[config.mk]
export PLATFORM = sky130hd
export DESIGN_NAME = obstacle_lane_runner
export DESIGN_NICKNAME = d
export VERILOG_FILES = /design/src/rtl/obstacle_lane_runner.sv
export SDC_FILE = /design/constraint.sdc
export NUM_CORES = 1
export LEC_CHECK = 0
export CORE_MARGIN = 2
export CORE_UTILIZATION = 40
export CTS_CLUSTER_SIZE = 12
export DETAILED_ROUTE_END_ITERATION = 8
export GPL_ROUTABILITY_DRIVEN = 0
export GPL_TIMING_DRIVEN = 0
export HOLD_SLACK_MARGIN = 0.06
export PLACE_DENSITY = 0.69
export REMOVE_ABC_BUFFERS = 1
export SLEW_MARGIN = 20
export SYNTH_ARGS = -nofsm -noshare
export SYNTH_HDL_FRONTEND = slang
export SYNTH_SLANG_ARGS = --single-unit
[constraint.sdc]
create_clock -name CLOCK_50 -period 3.4 [get_ports CLOCK_50]
set_clock_uncertainty 0.15 [all_clocks]
set_input_delay 0.34 -clock CLOCK_50 [delete_from_list [all_inputs] [get_ports CLOCK_50]]
set_output_delay 0.34 -clock CLOCK_50 [all_outputs]
set_load 0.01 [all_outputs]
[src/rtl/obstacle_lane_runner.sv]
// Falling-obstacle engine for the three-lane car game: spawns one obstacle,
// steps it down the rows, flags collisions and emits one score pulse per pass.
//
// state   | meaning
// IDLE    | waiting for Start, obstacle parked
// SPAWN   | one cycle: obstacle placed at row 0 in a pseudo-random lane
// FALL    | obstacle steps down one row every TICKS_PER_STEP cycles
// CRASHED | collision seen, play frozen until reset
// HALT    | score counter reported game over, play frozen until reset
module obstacle_lane_runner #(
   parameter int TICKS_PER_STEP = 2500000,
   parameter int Y_MAX          = 15,
   parameter int PLAYER_ROW     = 13
) (
   input  logic       CLOCK_50,
   input  logic       Reset,
   input  logic       Start,
   input  logic [1:0] PlayerLane,
   input  logic       GameOver,
   output logic [1:0] ObsLane,
   output logic [3:0] ObsRow,
   output logic       ScorePulse,
   output logic       Crash,
   output logic       Active
);

   localparam int CW = $clog2(TICKS_PER_STEP);
   localparam logic [CW-1:0] STEP_LAST  = CW'(TICKS_PER_STEP - 1);
   localparam logic [3:0]    ROW_LAST   = 4'(Y_MAX);
   localparam logic [3:0]    ROW_PLAYER = 4'(PLAYER_ROW);

   typedef enum logic [2:0] {
      IDLE    = 3'd0,
      SPAWN   = 3'd1,
      FALL    = 3'd2,
      CRASHED = 3'd3,
      HALT    = 3'd4
   } state_t;

   state_t        state, state_next;
   logic [7:0]    lfsr;
   logic [CW-1:0] step_cnt, step_cnt_next;
   logic [1:0]    lane_next;
   logic [3:0]    row_next;
   logic          pulse_next;
   logic          crash_next;
   logic [1:0]    spawn_lane;
   logic [1:0]    player_lane_eff;
   logic          step;
   logic          hit;

   // Lane 3 does not exist on the road: the generator folds it onto the
   // middle lane, while a player lane of 3 is read as the rightmost lane.
   assign spawn_lane      = (lfsr[1:0] == 2'd3) ? 2'd1 : lfsr[1:0];
   assign player_lane_eff = (PlayerLane == 2'd3) ? 2'd2 : PlayerLane;

   assign step   = (state == FALL) && (step_cnt == STEP_LAST);
   assign hit    = (state == FALL) && (ObsRow == ROW_PLAYER) && (ObsLane == player_lane_eff);
   assign Active = (state == SPAWN) || (state == FALL);

   always_ff @(posedge CLOCK_50 or posedge Reset) begin
      if (Reset) begin
         lfsr <= 8'hA5;
      end else begin
         lfsr <= {lfsr[6:0], lfsr[7] ^ lfsr[5] ^ lfsr[4] ^ lfsr[3]};
      end
   end

   always_ff @(posedge CLOCK_50 or posedge Reset) begin
      if (Reset) begin
         state      <= IDLE;
         step_cnt   <= '0;
         ObsLane    <= 2'd0;
         ObsRow     <= 4'd0;
         ScorePulse <= 1'b0;
         Crash      <= 1'b0;
      end else begin
         state      <= state_next;
         step_cnt   <= step_cnt_next;
         ObsLane    <= lane_next;
         ObsRow     <= row_next;
         ScorePulse <= pulse_next;
         Crash      <= crash_next;
      end
   end

   always_comb begin
      state_next    = state;
      step_cnt_next = step_cnt;
      lane_next     = ObsLane;
      row_next      = ObsRow;
      pulse_next    = 1'b0;
      crash_next    = Crash;

      case (state)
         IDLE: begin
            if (GameOver) begin
               state_next = HALT;
            end else if (Start) begin
               state_next = SPAWN;
            end
         end
         SPAWN: begin
            row_next      = 4'd0;
            lane_next     = spawn_lane;
            step_cnt_next = '0;
            state_next    = GameOver ? HALT : FALL;
         end
         FALL: begin
            step_cnt_next = step ? '0 : step_cnt + 1'b1;
            // A crash outranks game over; game over outranks a pass.
            if (hit) begin
               state_next = CRASHED;
               crash_next = 1'b1;
            end else if (GameOver) begin
               state_next = HALT;
            end else if (step && (ObsRow == ROW_LAST)) begin
               state_next = SPAWN;
               pulse_next = 1'b1;
            end else if (step) begin
               row_next = ObsRow + 4'd1;
            end
         end
         CRASHED: begin
            crash_next = 1'b1;
         end
         HALT: begin
            crash_next = 1'b0;
         end
         default: begin
            state_next = IDLE;
         end
      endcase
   end

endmodule

==> results of run 1 <==
[cell usage after synthesis (all sizes together)]
library cell   n  area share
dfrtp         37        0.42
o21ai         18       0.041
nand2         17       0.029
inv           15       0.026
nor2          14       0.024
a21oi         13       0.030
nand3         12       0.027
a31oi         10       0.029
nand4          9       0.029
clkbuf         7       0.012
xor2           7       0.028
nor3           6       0.014
and3           5       0.014
xnor2          5       0.020
dfstp          4       0.048
o31ai          4       0.014
or3            4       0.011
and2           3      0.0092
and4           3       0.013
buf            3       0.011
ha             3       0.017
a211oi         2      0.0069
a41oi          2      0.0080
mux2           2       0.010
nand2b         2      0.0057
nand3b         2      0.0069
nor4           2      0.0057
nor4b          2       0.022
o2bb2ai        2      0.0080
o31a           2      0.0080
or4            2      0.0086
a2111o         1      0.0051
a21o           1      0.0034
a22o           1      0.0040
a31o           1      0.0040
a32o           1      0.0046
a41o           1      0.0046
and4bb         1      0.0057
nor3b          1      0.0034
o32ai          1      0.0040
or2            1      0.0029
[power by group]
part | internal [uW] | switching (uW)
clock network | 292 | 168
registers | 502 | 34.4
logic | 51.9 | 63.7
[sequential cells by signal, summed over array words and instances (netlist names)]
register    count
Crash           1
ObsLane         2
ObsRow          4
ScorePulse      1
lfsr            8
state           3
step_cnt       22
[per-layer routing]
layer  track usage  wire [um]  share of wire  up-vias
met1        0.2153       2204           0.51      851
met5             0          0              0        -
li1              -          -              -      864
met3       0.03140         89          0.021        4
met2        0.2466       1970           0.46       18
met4       0.04912         52          0.012        0
[cell families (layout without fill, tap and decap cells)]
kind of cell,count (synthesis),in the layout,share of synthesized area
flip-flops,41,41,0.4711
multiplexers,2,2,0.01029
AND/OR/NAND/NOR,86,86,0.2310
AO/OA/AOI/OAI,60,60,0.1738
buffers and inverters,25,39,0.04860
adder cells (fa/ha/maj),3,3,0.01715
XOR/XNOR,12,12,0.04803
[layout by cell type (no fill, tap or decap), types with 3 or more instances in the layout]
| cell | instances |
|---|---|
| clkdlybuf4s50_1 | 14 |
| nor2_1 | 14 |
| xnor2_1 | 5 |
| dfstp_2 | 4 |
| nand4_1 | 8 |
| nor3_1 | 6 |
| nand3_1 | 12 |
| xor2_1 | 7 |
| o31ai_1 | 4 |
| o21ai_0 | 17 |
| a31oi_1 | 10 |
| or3_1 | 4 |
| a21oi_1 | 12 |
| nand2_1 | 17 |
| ha_1 | 3 |
| dfrtp_1 | 37 |
| inv_1 | 14 |
| and3_1 | 5 |
| clkbuf_8 | 5 |
[worst paths after layout]
kind / from / to / slack, ps / depth (start not counted)
max: state[1] / Active / 510 / 4
min: Reset / lfsr[4] / 160 / 2
max reg2reg: step_cnt[14] / step_cnt[7] / 950 / 5
min reg2reg: lfsr[6] / lfsr[7] / 220 / 0
max in group asynchronous: Reset / lfsr[5] / 2430 / 3
min in group CLOCK_50: lfsr[6] / lfsr[7] / 220 / 0
[final cells by class]
cell class / instances / area (um2) / share of cell area
inverter: 15 / 56.30 / 0.02221
sequential: 41 / 1031 / 0.4067
timing repair buffer: 16 / 171.4 / 0.06762
multi-input combinational: 163 / 1055 / 0.4161
clock buffer: 5 / 68.82 / 0.02715
clock inverter: 3 / 65.06 / 0.02567
tap: 70 / 87.58 / 0.03455
[per-stage QoR]
stage	instance area, um2	setup slack, ps
2_1_floorplan	2138	982.7
3_3_place_gp	2366	447.3
3_5_place_dp	2401	845.6
4_1_cts	2535	525.2
5_1_grt	2535	382.1
6_report	2535	508.3
==> impl_metrics.toml, run 1 <==
[clock_tree]
clock-root-buffer = "clkbuf_8"
cts_setup_buffers = 0
post_cts_resize_count = 0
clock-sinks = 41
holdBufCountCts = 0
h-tree-depth = 2
cts_tree = "yes"
clk-insertion-delay-late_ps = 290
clockBufferDepth = 2
cts_made_buffers = 5
clkTransAtPathRegs_ps = 80

[setup_path]
crit_type = "flip-flop to output port"
cp_max_fo = 14
cp_slowest_cell = "clkdlybuf4s50_1"
cp.required_ps = 2910
cp-end-kind = "output port"
path_cells = "xnor2_1 > or2_2 > inv_1 > clkdlybuf4s50_1"
cp-start-kind = "flip-flop"
path_buf_inv = 2
slowest_delay_ps = 630
cp_top_family = "buffers and inverters"
cp.arrival_ps = 2400

[route]
drt_wl_total_mm = 4.317
dr_total_vias = 1737
drtPass1Iterations = 4
drc = 0
via_per_inst = 5.550
ant_nets = 0
drtIter0Drc = 130
avgRoutedWirePerCell_um = 13.79

[final_layout]
fin_nets = 251
antenna_cells = 0
nFillCells = 482
syn2layout_area_growth_pct = 15.84
stdcell_count = 313
final_util = 0.4870
layout-drive-gt1-share = 0.1070

[status]
status = "finished, final reports clean"

[timing]
setup_viol = 0
setup-tns-final_ps = 0
rsz0062_at_grt = "false"
timing.fmax_ghz = 0.3458
fin_crit_ps = 2892
tightestPinTransition_ps = 892.0
slew_viol_final = 0
finalHoldViolations = 0
holdWs_ps = 164.7
min_period_over_period = 0.8505
max_slew_margin = 0.4008

[global_route]
antenna_found_initial = 0
first_global_vias = 1662
track_usage = 0.1559
grt_overflow_total = 0
grt_start_max_net_pins = 28
grt_pass1_wl_mm = 7.679

[floorplanning]
start_util = 0.4204
die_area_mm2 = 0.006079
fp.dieH_um = 77.97
die_w_um = 77.97
fp-row-count = 26
core_region_area_mm2 = 0.005205
io_pins = 15

[place]
dp_hpwl_mm = 2.986
io_buffers = 14
dp_cells = 305

[synth]
syn_area_mm2 = 0.002188
ys_types = 48
yosysWarnings = 0
seq_area_frac_synth = 0.4711
syn_inst = 229
synth-seq-cells = 41
avgSynthCellArea_um2 = 9.556

[pwr]
finalPower_uw = 1112
leakage_uw = 0.001035
power.density_mw_per_mm2 = 438.7
peakVddDrop_uv = 179.8

[flow_run]
cap_violations = 0

[hold_path]
hp-class = "primary input to asynchronous set/reset pin"
No activity file was read; power rests on OpenSTA's default activity.
==> inputs of run 2 (changes only) <==
SKIP_LAST_GASP = 1   (was unset)
SLEW_MARGIN = 0   (was 20)
==> run 2 against run 1 <==
Net effect: global-route usage increased by 0.10 points; non-clock buffer count decreased by 2; flip-flop and latch count unchanged; fmax decreased by 0.19%; design area decreased by 2.0%; power decreased by 5.9%; clock-buffer cell count unchanged; first-iteration DRC count decreased by 15%; clock power decreased by 13%; critical endpoint unchanged; highest routed layer unchanged.
==> impl_metrics.toml, run 2 (same netlist as run 1, synthesis figures left out) <==
[final_layout]
largest_register = "step_cnt"
fin_nets = 249
layout_commonest_cell = "dfrtp_1"
seq_area_mm2 = 0.001031
syn2layout_area_growth_pct = 13.55
final_cell_mix = "dfrtp_1, o21ai_0, nand2_1"
stdcell_count = 311
antenna_cells = 0
layout-drive-gt1-share = 0.09959
stdcell_area_mm2 = 0.002485
largest_reg_flops = 22
nFillCells = 489
top_regs = "step_cnt x22, lfsr x8, ObsRow x4"
multi_input_area_mm2 = 0.001055

[floorplanning]
fp.dieH_um = 77.97
io_pins = 15
core_region_area_mm2 = 0.005205
fp-row-count = 26
die_area_mm2 = 0.006079
die_w_um = 77.97
start_util = 0.4204

[place]
dp_cells = 303
io_buffers = 14
dp_worst_setup_slack_ps = 595.8
place_area_mm2 = 0.002370
dp_hpwl_mm = 2.882

[pwr]
leakage_uw = 0.001005
power.density_mw_per_mm2 = 421.1
peakVddDrop_uv = 187.0

[timing]
tightestPinTransition_ps = 928.5
timing.fmax_ghz = 0.3452
min_period_over_period = 0.8521
setup-tns-final_ps = 0
fin_crit_ps = 2897
max_slew_margin = 0.3810
finalHoldViolations = 0
setup_viol = 0
slew_viol_final = 0
holdWs_ps = 210.1
setup_slack_ps = 502.8
rsz0062_at_grt = "false"

[clock_tree]
cts_made_buffers = 5
post_cts_resize_count = 0
clock-sinks = 41
holdBufCountCts = 0
clk-insertion-delay-late_ps = 300
cts_tree = "yes"
clock-root-buffer = "clkbuf_8"
clockBufferDepth = 2
clkTransAtPathRegs_ps = 80
cts_setup_buffers = 0
h-tree-depth = 2

[flow_run]
cap_violations = 0

[route]
avgRoutedWirePerCell_um = 13.66
via_per_inst = 5.498
drt_wl_total_mm = 4.249
drtIter0Drc = 111
drc = 0
dr_total_vias = 1710
ant_nets = 0
drtPass1Iterations = 4

[global_route]
antenna_found_initial = 0
grt_util_met2 = 0.2371
grt_util_met3 = 0.03140
grt_overflow_total = 0
grt_start_max_net_pins = 42
gr-max-usage-layer = "met2"
grt_pass1_wl_mm = 7.617
use_met1 = 0.2155
track_usage = 0.1569
first_global_vias = 1604

[setup_path]
r2r-end = "ObsRow[1]"
cp-start-kind = "flip-flop"
cp.required_ps = 2910
critPathCapture = "Active"
regToRegStartpoint = "state[1]"
r2r_setup_slack_ps = 950
cp_max_fo = 14
cp-end-kind = "output port"
worst-r2r-cell-count = 4
cp.arrival_ps = 2410
critPathLaunch = "state[1]"
crit_type = "flip-flop to output port"

[status]
status = "finished, final reports clean"

[hold_path]
hp-class = "flip-flop to flip-flop"
[run 2: per-stage QoR]
| stage | power [uW] | util |
|---|---|---|
| final | 1047 | 0.4774 |
| after global routing | 1105 | 0.4774 |
| after CTS | 1059 | 0.4774 |
| after detailed placement | 658.7 | 0.4553 |
| after global placement | 656.2 | 0.4546 |
| after floorplan | 611.6 | - |
[run 2: how the worst min path moves through the flow]
stage          slack, ps      end     from  depth (start not counted)
6_report             210  lfsr[7]  lfsr[6]                          0
4_1_cts              210  lfsr[7]  lfsr[6]                          0
5_1_grt              230  lfsr[7]  lfsr[6]                          0
2_1_floorplan        180  lfsr[7]  lfsr[6]                          0
3_3_place_gp         190  lfsr[7]  lfsr[6]                          0
3_5_place_dp         200  lfsr[7]  lfsr[6]                          0
[run 2: layout make-up]
class | count | area share
Sequential cell | 41 | 0.4149
Multi-Input combinational cell | 163 | 0.4245
Clock inverter | 3 | 0.01863
Tap cell | 70 | 0.03525
Timing Repair Buffer | 14 | 0.05639
Clock buffer | 5 | 0.02769
Inverter | 15 | 0.02266
[run 2: per-layer routing]
metal	up-vias	part of all wire
li1	859	-
met3	6	0.022
met4	0	0.020
met5	-	0
met2	20	0.45
met1	825	0.51
[run 2: worst max-delay path, cell delays in order, from the launching register on]
cell             delay (ps)
dfrtp_1                 510
xnor2_1                 190
or2_2                   400
inv_1                   380
clkdlybuf4s50_1         620
[run 2: power by group]
group          total (uW)  switching, uW  internal [uW]  leakage, uW
registers             536           33.3            502     0.000552
logic                 112           63.1           49.0     0.000399
clock network         399            179            220    0.0000543
==> inputs of run 3 (changes only) <==
ABC_AREA = 1   (was unset)
PLACE_DENSITY = 0.68   (was 0.69)
clock period = 3 ns   (was 3.4 ns; I/O delays follow)
==> run 3 against run 2 <==
Net effect: power rose by 19%; combinational power is 110% higher; clock power shrank 3%; cell count rose by 34%; sequential power rose by 17%; flip-flop and latch count unchanged; wire length grew 20%; via count rose by 23%; synthesized cell count grew 41%; critical endpoint unchanged; largest cell class unchanged; largest power group unchanged.
==> impl_metrics.toml, run 3 <==
[clock_tree]
cts_tree = "yes"
holdBufCountCts = 0
cts_setup_buffers = 0
cts_made_buffers = 5
clock-sinks = 41
clkTransAtPathRegs_ps = 90
clockBufferDepth = 2
post_cts_resize_count = 0
clk-insertion-delay-late_ps = 300
h-tree-depth = 2
clock-root-buffer = "clkbuf_8"

[route]
avgRoutedWirePerCell_um = 12.23
dr_total_vias = 2097
via_per_inst = 5.041
drc = 0
drtPass1Iterations = 4
drtIter0Drc = 152
drt_wl_total_mm = 5.089
ant_nets = 0

[floorplanning]
core_region_area_mm2 = 0.005886
start_util = 0.4131
die_w_um = 81.96
die_area_mm2 = 0.006717
io_pins = 15
fp.dieH_um = 81.96
fp-row-count = 28

[timing]
max_slew_margin = 0.4495
fin_crit_ps = 2452
setup_slack_ps = 547.6
timing.fmax_ghz = 0.4078
rsz0062_at_grt = "false"
slew_viol_final = 0
tightestPinTransition_ps = 824.6
min_period_over_period = 0.8175
setup-tns-final_ps = 0
finalHoldViolations = 0
setup_viol = 0

[place]
io_buffers = 14
dp_hpwl_mm = 3.838
dp_worst_setup_slack_ps = 888.9

[pwr]
power.density_mw_per_mm2 = 457.6
peakVddDrop_uv = 279.5
leakage_uw = 0.001251

[setup_path]
cp.arrival_ps = 2000
cp_max_fo = 20
cp.required_ps = 2550
crit_type = "flip-flop to output port"
cp-end-kind = "output port"
cp-start-kind = "flip-flop"

[synth]
syn_inst = 322
synthTopCellsByCount = "nand2_1, nor2_1, dfrtp_1"
yosys.cell_count.top_type = "nand2_1"
avgSynthCellArea_um2 = 7.550
synth_top_cell_area_share = 0.3809
postSynth.asyncResetShare = 1.000
synth_area_leaders = "dfrtp_1, nand2_1, nor2_1, nand3_1, inv_1"
yosys.area.top_type = "dfrtp_1"
seq_area_frac_synth = 0.4241
synth_edf_count = 0
syn_area_mm2 = 0.002431
synth_ff_type = "dfrtp_1"
yosysWarnings = 0
ys_types = 30
synth-seq-cells = 41

[final_layout]
largest_reg_flops = 22
nFillCells = 599
antenna_cells = 0
syn2layout_area_growth_pct = 12.09
top_regs = "step_cnt x22, lfsr x8, ObsRow x4"
layout_commonest_cell = "nand2_1"
final_cell_mix = "nand2_1, nor2_1, dfrtp_1, nand3_1, inv_1"
largest_register = "step_cnt"
fin_nets = 349
layout-drive-gt1-share = 0.1114

[global_route]
grt_overflow_total = 0
grt_pass1_wl_mm = 8.907
first_global_vias = 1936
track_usage = 0.1698
antenna_found_initial = 0
grt_start_max_net_pins = 42

[hold_path]
hp-class = "flip-flop to flip-flop"

[flow_run]
cap_violations = 0

[status]
status = "finished, final reports clean"
## run 3: cell count changes in the layout (fill, tap and decap cells not counted), moves of 5 or more
cell | before | now
a21oi_1 | 12 | 5
a31oi_1 | 10 | 2
inv_1 | 14 | 31
inv_2 | 1 | 6
nand2_1 | 17 | 77
nand3_1 | 12 | 35
nor2_1 | 14 | 52
o21ai_0 | 17 | 7
## run 3: power breakdown
part | internal, uW | switching (uW)
registers | 588 | 36.6
clock network | 168 | 219
logic | 90.3 | 145
## run 3: per-stage QoR
step	hold WS (ps)	util	power, uW	cells	instance area, um2
after floorplan	183.0	-	792.0	319	2397
after global placement	186.3	0.4471	867.6	408	2631
after detailed placement	212.9	0.4471	871.5	408	2631
after CTS	241.3	0.4630	1259	416	2725
after global routing	245.8	0.4630	1319	416	2725
final	237.5	0.4630	1247	416	2725
## run 3: metal layers
| metal | vias up | global-route usage | wire, um |
|---|---|---|---|
| met5 | - | 0 | 0 |
| met4 | 0 | 0.04000 | 43 |
| met3 | 6 | 0.03516 | 190 |
| met2 | 34 | 0.2691 | 2343 |
| met1 | 989 | 0.2378 | 2511 |
| li1 | 1068 | - | - |
## run 3: final cells by class
class / instances / area, um2 / area share
Timing Repair Buffer: 14 / 140.1 / 0.05142
Multi-Input combinational cell: 239 / 1212 / 0.4449
Clock inverter: 3 / 25.02 / 0.009183
Clock buffer: 5 / 68.82 / 0.02525
Inverter: 39 / 153.9 / 0.05647
Tap cell: 75 / 93.84 / 0.03444
Sequential cell: 41 / 1031 / 0.3783
## run 3: cell families after synthesis
group,synth area share
AOI/OAI and AO/OA,0.04632
xor gates and xnor gates,0.04324
adders and majority gates,0.01544
buffers and inverters,0.07720
DFF,0.4241
and+or+nand+nor,0.3937
## run 3: worst paths after layout
path                       startpoint            to  slack (ps)  cells past startpoint
max                          state[1]        Active         550                      5
min                           lfsr[6]       lfsr[7]         240                      0
max reg2reg                  state[1]  step_cnt[18]        1020                     11
min reg2reg                   lfsr[6]       lfsr[7]         240                      0
max in group asynchronous       Reset  step_cnt[11]        1840                      2
min in group asynchronous       Reset       lfsr[4]         330                      2
## run 3: critical path, stage by stage (launching register included)
cell and delay [ps]:
dfrtp_1 450, inv_2 90, nor2_4 100, nand2_4 110
nand2_2 340, clkdlybuf4s50_1 610
